### src/rtl/dino_pkg.sv
// Shared types and constants for the Dino Run game-flow sequencer.
package dino_pkg;

   typedef enum logic [2:0] {
      IDLE    = 3'd0,
      RESTART = 3'd1,
      RUN     = 3'd2,
      DYING   = 3'd3,
      OVER    = 3'd4
   } game_state_t;

   typedef logic [3:0] bcd_digit_t;

   localparam logic [5:0]  LFSR_SEED     = 6'b101011;
   localparam int          NUM_OBSTACLES = 4;
   localparam logic [19:0] SCORE_MAX     = 20'h99999;

   // One step of the 6-bit respawn-offset LFSR.
   function automatic logic [5:0] lfsr_next(input logic [5:0] r);
      return {r[4:0], r[5] ^ r[4]};
   endfunction

endpackage

### src/rtl/dino_bcd_counter.sv
// Five-digit BCD score counter: synchronous clear, increment enable,
// saturates at 99999 instead of wrapping.
module dino_bcd_counter
   import dino_pkg::*;
(
   input  logic        clk,
   input  logic        reset_n,
   input  logic        clr,
   input  logic        inc,
   output logic [19:0] bcd_o
);

   logic [19:0] bcd_q;
   logic [19:0] bcd_d;
   logic        carry;
   bcd_digit_t  dig;

   // Ripple a +1 through the digits, each 9 rolling to 0 and carrying on.
   always_comb begin
      bcd_d = bcd_q;
      carry = 1'b1;
      dig   = '0;
      for (int i = 0; i < 5; i++) begin
         dig = bcd_q[i*4 +: 4];
         if (carry) begin
            if (dig == 4'd9) begin
               bcd_d[i*4 +: 4] = 4'd0;
            end else begin
               bcd_d[i*4 +: 4] = dig + 4'd1;
               carry           = 1'b0;
            end
         end
      end
   end

   // Score register; 99999 is held rather than wrapped to 00000.
   always_ff @(posedge clk or negedge reset_n) begin
      if (!reset_n) begin
         bcd_q <= '0;
      end else if (clr) begin
         bcd_q <= '0;
      end else if (inc && (bcd_q != SCORE_MAX)) begin
         bcd_q <= bcd_d;
      end
   end

   assign bcd_o = bcd_q;

endmodule

### src/rtl/dino_game_ctrl.sv
// Dino Run game-flow sequencer: game FSM, motion tick divider, speed
// schedule, score counter and respawn LFSR.
//
// state   | meaning
// --------+--------------------------------------------------------------
// IDLE    | waiting for start press; LFSR free-runs to seed randomness
// RESTART | single cycle: reload obstacles, clear score/speed/phase
// RUN     | game in play; motion ticks advance obstacles and score
// DYING   | freeze after collision for DYING_TICKS divider periods
// OVER    | replay overlay shown; waiting for press
module dino_game_ctrl
   import dino_pkg::*;
#(
   parameter int TICK_DIV         = 2_000_000,
   parameter int SPEED_INIT       = 1,
   parameter int SPEED_MAX        = 8,
   parameter int PASSES_PER_LEVEL = 12,
   parameter int DYING_TICKS      = 32
)(
   input  logic                     clk,
   input  logic                     reset_n,
   input  logic                     collision_i,
   input  logic [NUM_OBSTACLES-1:0] wrap_i,
   input  logic                     btn_i,
   output logic [2:0]               state_o,
   output logic                     motion_tick_o,
   output logic [10:0]              speed_o,
   output logic                     reload_o,
   output logic [1:0]               anim_phase_o,
   output logic [5:0]               rand_o,
   output logic [19:0]              score_bcd_o,
   output logic                     show_replay_o
);

   localparam int DIV_W  = $clog2(TICK_DIV);
   localparam int PASS_W = $clog2(PASSES_PER_LEVEL + 1);
   localparam int DY_W   = $clog2(DYING_TICKS + 1);

   game_state_t       state_q;
   logic [DIV_W-1:0]  div_q;
   logic [PASS_W-1:0] pass_q;
   logic [DY_W-1:0]   dying_q;
   logic [10:0]       speed_q;
   logic [1:0]        anim_q;
   logic [5:0]        lfsr_q;
   logic              sync1_q, sync2_q, sync3_q;
   logic              press;
   logic              counting;
   logic              tick;
   logic              motion_tick;
   logic              score_clr;

   assign press       = sync2_q & ~sync3_q;
   assign counting    = (state_q == RUN) || (state_q == DYING);
   assign tick        = counting && (div_q == DIV_W'(TICK_DIV - 1));
   assign motion_tick = tick && (state_q == RUN) && !collision_i;
   assign score_clr   = (state_q == RESTART);

   // Bring the raw button into clk_sys and keep one extra stage for edge detect.
   always_ff @(posedge clk or negedge reset_n) begin
      if (!reset_n) begin
         sync1_q <= 1'b0;
         sync2_q <= 1'b0;
         sync3_q <= 1'b0;
      end else begin
         sync1_q <= btn_i;
         sync2_q <= sync1_q;
         sync3_q <= sync2_q;
      end
   end

   // Game FSM together with the divider, speed schedule, phase and LFSR.
   always_ff @(posedge clk or negedge reset_n) begin
      if (!reset_n) begin
         state_q <= IDLE;
         div_q   <= '0;
         pass_q  <= '0;
         dying_q <= '0;
         speed_q <= 11'(SPEED_INIT);
         anim_q  <= '0;
         lfsr_q  <= LFSR_SEED;
      end else begin
         if (counting) begin
            div_q <= tick ? '0 : div_q + 1'b1;
         end else begin
            div_q <= '0;
         end

         case (state_q)
            IDLE: begin
               lfsr_q <= lfsr_next(lfsr_q);
               if (press) state_q <= RESTART;
            end
            RESTART: begin
               speed_q <= 11'(SPEED_INIT);
               pass_q  <= '0;
               anim_q  <= '0;
               state_q <= RUN;
            end
            RUN: begin
               if (collision_i) begin
                  state_q <= DYING;
                  dying_q <= DY_W'(DYING_TICKS - 1);
               end else if (motion_tick) begin
                  anim_q <= anim_q + 2'd1;
                  lfsr_q <= lfsr_next(lfsr_q);
                  if (|wrap_i) begin
                     if (pass_q == PASS_W'(PASSES_PER_LEVEL - 1)) begin
                        pass_q <= '0;
                        if (speed_q < 11'(SPEED_MAX)) speed_q <= speed_q + 11'd1;
                     end else begin
                        pass_q <= pass_q + 1'b1;
                     end
                  end
               end
            end
            DYING: begin
               if (tick) begin
                  if (dying_q == '0) state_q <= OVER;
                  else               dying_q <= dying_q - 1'b1;
               end
            end
            OVER: begin
               if (press) state_q <= RESTART;
            end
            default: state_q <= IDLE;
         endcase
      end
   end

   dino_bcd_counter u_score (
      .clk     (clk),
      .reset_n (reset_n),
      .clr     (score_clr),
      .inc     (motion_tick),
      .bcd_o   (score_bcd_o)
   );

   assign state_o       = state_q;
   assign motion_tick_o = motion_tick;
   assign speed_o       = speed_q;
   assign reload_o      = (state_q == RESTART);
   assign anim_phase_o  = anim_q;
   assign rand_o        = lfsr_q;
   assign show_replay_o = (state_q == OVER);

endmodule

### config.mk
export PLATFORM = sky130hd
export DESIGN_NAME = dino_game_ctrl
export DESIGN_NICKNAME = d
export VERILOG_FILES = /design/src/rtl/dino_pkg.sv /design/src/rtl/dino_bcd_counter.sv /design/src/rtl/dino_game_ctrl.sv
export SDC_FILE = /design/constraint.sdc
export NUM_CORES = 1
export LEC_CHECK = 0
export BUFFER_PORTS_ARGS = -buffer_cell sky130_fd_sc_hd__buf_2
export CAP_MARGIN = 20
export CORE_MARGIN = 2
export CORE_UTILIZATION = 45
export CTS_BUF_LIST = sky130_fd_sc_hd__clkbuf_8
export DETAILED_ROUTE_END_ITERATION = 10
export PLACE_DENSITY = 0.71
export SLEW_MARGIN = 0
export SYNTH_ARGS = -nofsm -noshare
export SYNTH_HDL_FRONTEND = slang
export SYNTH_SLANG_ARGS = --single-unit
### constraint.sdc
create_clock -name clk -period 2.3 [get_ports clk]
set_input_delay 0.345 -clock clk [delete_from_list [all_inputs] [get_ports clk]]
set_output_delay 0.345 -clock clk [all_outputs]
set_load 0.02 [all_outputs]
==> flow_summary_export.csv <==
group,metric,value,unit
logic_synthesis,synth_area,3950,µm²
clocking,h-tree-depth,3,
worst_setup_path,cp.required,2.58,ns
logic_synthesis,synthArstFlopShare,100,%
clocking,cts_root_buf,"clkbuf_8",
clocking,clkTransAtPathRegs,0.08,ns
worst_setup_path,critical_path.max_fanout,7,
cells_and_area,drive_above_1_share,27.3,%
sta,post-route-min-period,2.20,ns
logic_synthesis,ys_ff_latch,76,
drt,routed_wl,8970,µm
global_routing,grt_pass1_wl,15700,µm
worst_setup_path,cp-start-kind,"flip-flop",
logic_synthesis,synthTopCellsByArea,"dfrtp_1 (45%), ha_1 (4.7%), nor2_1 (3.8%)",
placed_design,place_congestion,0.814,
sta,worst_pin_slew,0.643,ns
logic_synthesis,synth_area_leader_cell,"dfrtp_1",
global_routing,grt.busiest_layer,"met2",
placed_design,dp_hpwl,6350,µm
logic_synthesis,synthCells,396,
worst_setup_path,path_buf_inv,0,
global_routing,grtUsageMet3,3.88,%
logic_synthesis,synthAdderAreaFrac,4.75,%
global_routing,overflow,0,
logic_synthesis,synth_edf_count,0,
drt,ant_nets,0,
sta,skew,0.0104,ns
sta,max_freq,0.455,GHz
logic_synthesis,synth_simple_gate_area_share,26.4,%
floorplan,std_cell_rows,34,
logic_synthesis,ys_warn_count,0,
floorplan,dieWidth,97.7,µm
worst_setup_path,cp_slowest_cell,"or4_4",
logic_synthesis,synth_xor_area_share,4.65,%
logic_synthesis,yosysUniqueCellTypes,56,
clocking,ctsLongestPathBuffers,2,
drt,drc_errors,0,
clocking,numCtsBuffers,9,
worst_setup_path,cp_data_arrival_time,2.48,ns
worst_setup_path,path_delay_family,"simple AND/OR/NAND/NOR gates",
cells_and_area,antenna_cells,0,
run_status,violations,"hold timing",
global_routing,antenna_found_initial,0,
logic_synthesis,netlist.area_leader.share,45.0,%
floorplan,start_util,45.8,%
floorplan,placeableCoreArea,8640,µm²
drt,dr.pass1.iters,4,
logic_synthesis,seq_area_frac_synth,48.3,%
global_routing,use_met1,25.6,%
worst_setup_path,cp.depth,5,
logic_synthesis,synthesis.nets,419,
worst_setup_path,path_class,"reg -> reg",
logic_synthesis,synth_commonest_cells,"dfrtp_1 (71), nor2_1 (40), nand3_1 (22)",
global_routing,use_met2,34.2,%
hold_path,hp-class,"in -> async",
cells_and_area,syn2layout_area_growth,22.4,%
drt,vias_per_cell,5.53,
global_routing,track_usage,20.2,%
pwr,cellPowerDensity,523,nW/µm²
logic_synthesis,synth_top_family_by_area,"simple AND/OR/NAND/NOR gates",
logic_synthesis,yosysMostFrequentCell,"dfrtp_1",
sta,setup_viol,0,
worst_setup_path,cp-end-kind,"flip-flop",
cells_and_area,postLayoutCellArea,4840,µm²
sta,hold_ws,-0.0100,ns
cells_and_area,nets,512,
cells_and_area,fin_cells,602,
drt,routedWlPerCell,14.9,µm
pwr,p_total,2.53,mW
sta,drv_slew,0,
placed_design,placed_cell_area,4600,µm²
pwr,ir_worst_vdd,0.000346,V
sta,hold_viol_final,4,
logic_synthesis,ys.flop_type,"dfrtp_1",
logic_synthesis,synth-compound-area-share,8.96,%
run,cap_viol_max_count,0,
clocking,cts_num_sinks,76,
worst_setup_path,rr_worst_depth,5,
placed_design,post-place-cells,585,
worst_setup_path,cpPeakStageDelay,0.59,ns
floorplan,pin_count,53,
worst_setup_path,crit_chain,"nor4b_2 > nand4_1 > or4_4 > or4_1 > a21oi_1",
clocking,cts_tree,"yes",
clocking,insertion_delay,0.36,ns
sta,relSlewSlack,57.1,%
logic_synthesis,synth.area.mux_share,3.83,%
sta,finalCritPeriodShare,95.5,%
floorplan,dieArea,9550,µm²
run_status,status,"finished, violations left",
sta,rsz0062_at_grt,"false",
pwr,p_leak,2.32,nW
floorplan,die_height,97.7,µm
drt,drt_iter0_drc,203,
global_routing,grt_max_degree,52,
drt,vias,3329,
global_routing,grt_pass1_vias,3315,
placed_design,portBuffers,52,
logic_synthesis,syn_area_per_cell,9.98,µm²
cells_and_area,fillCellCount,736,
-- where the power goes --
part	switching, mW	internal (mW)
Sequential	0.00437	1.34
Combinational	0.0349	0.0137
Clock	0.502	0.631
Total	0.541	1.99
-- cells in the final DEF, fill, tap and decap left out, types with 3 or more instances in the layout --
| master | n |
|---|---|
| and3b_1 | 5 |
| mux2_2 | 9 |
| nand2_1 | 20 |
| or4_1 | 6 |
| a31o_2 | 3 |
| xor2_1 | 10 |
| a21oi_1 | 19 |
| dfstp_2 | 5 |
| nand3b_1 | 4 |
| mux2i_1 | 5 |
| nand3_1 | 22 |
| o31ai_1 | 4 |
| o21ai_0 | 16 |
| nand4_1 | 10 |
| or3_1 | 10 |
| nor2b_1 | 4 |
| nor2_1 | 40 |
| xnor2_1 | 11 |
| clkbuf_8 | 10 |
| buf_2 | 51 |
| dfrtp_1 | 70 |
| inv_1 | 23 |
| and3_1 | 6 |
| buf_4 | 41 |
| nor3_1 | 11 |
| nor4_1 | 7 |
| ha_1 | 15 |
| and4_1 | 5 |
| and2_1 | 9 |
-- flip-flops by register name, indices dropped and copies added, names as in the netlist --
name           cells
anim_phase_o       2
div_q             21
dying_q            6
pass_q             4
rand_o             6
speed_o           11
state_o            3
sync1_q            1
sync2_q            1
sync3_q            1
u_score.bcd_o     20
-- worst paths after layout --
kind / start / to / slack (ns)
hold reg to reg: sync1_q$_DFF_PN0_ / sync2_q$_DFF_PN0_ / 0.37
min in group clk: btn_i / sync1_q$_DFF_PN0_ / 0.10
setup / recovery: div_q[11]$_DFF_PN0_ / u_score.bcd_o[19]$_DFFE_PN0P_ / 0.10
max in group asynchronous: reset_n / u_score.bcd_o[11]$_DFFE_PN0P_ / 1.57
hold / removal: reset_n / speed_o[1]$_DFFE_PN0P_ / -0.01
setup reg to reg: div_q[11]$_DFF_PN0_ / u_score.bcd_o[19]$_DFFE_PN0P_ / 0.10
-- logic make-up after synthesis --
family                     Yosys count
and+or+nand+nor                    180
xor gates and xnor gates            21
adders and majority gates           15
DFF                                 76
muxes                               14
AOI/OAI and AO/OA                   58
buffers and inverters               32
-- layer usage --
layer / vias up / wire (µm) / share of wire (%)
met5: - / 0 / 0
met4: 0 / 188 / 2.1
met3: 15 / 349 / 3.9
met2: 75 / 4430 / 49
met1: 1634 / 4000 / 45
li1: 1605 / - / -
-- worst reg2reg max path, stage by stage (launching register included) --
cell and delay, ns:
dfrtp_1 0.40, nor4b_2 0.32, nand4_1 0.17, or4_4 0.59
or4_1 0.49, a21oi_1 0.16
-- metrics by stage --
stage | TNS, ns | setup slack [ns] | util (%)
2_1_floorplan | 0 | 0.0186 | -
3_3_place_gp | 0 | 0.0354 | 53.3
3_5_place_dp | -0.00337 | -0.00337 | 53.3
4_1_cts | 0 | 0.0307 | 55.9
5_1_grt | 0 | 0.00772 | 56.0
6_report | 0 | 0.103 | 56.0
-- layout make-up --
| class | instances | area, µm² | share of cell area (%) |
|---|---|---|---|
| Sequential cell | 76 | 1910 | 39.5 |
| Tap cell | 108 | 135 | 2.79 |
| Clock buffer | 10 | 138 | 2.85 |
| Inverter | 22 | 82.6 | 1.71 |
| Timing Repair Buffer | 92 | 563 | 11.6 |
| Clock inverter | 6 | 80.1 | 1.66 |
| Multi-Input combinational cell | 288 | 1930 | 39.9 |
-- timing repair --
action	CTS	global route
pin swaps	0	3
hold buffers	0	0
gates resized for setup	1	2
cloned	0	0
setup endpoints to repair	1	2
buffers inserted	0	1
Note: power is estimated with default switching activity, not from simulation.
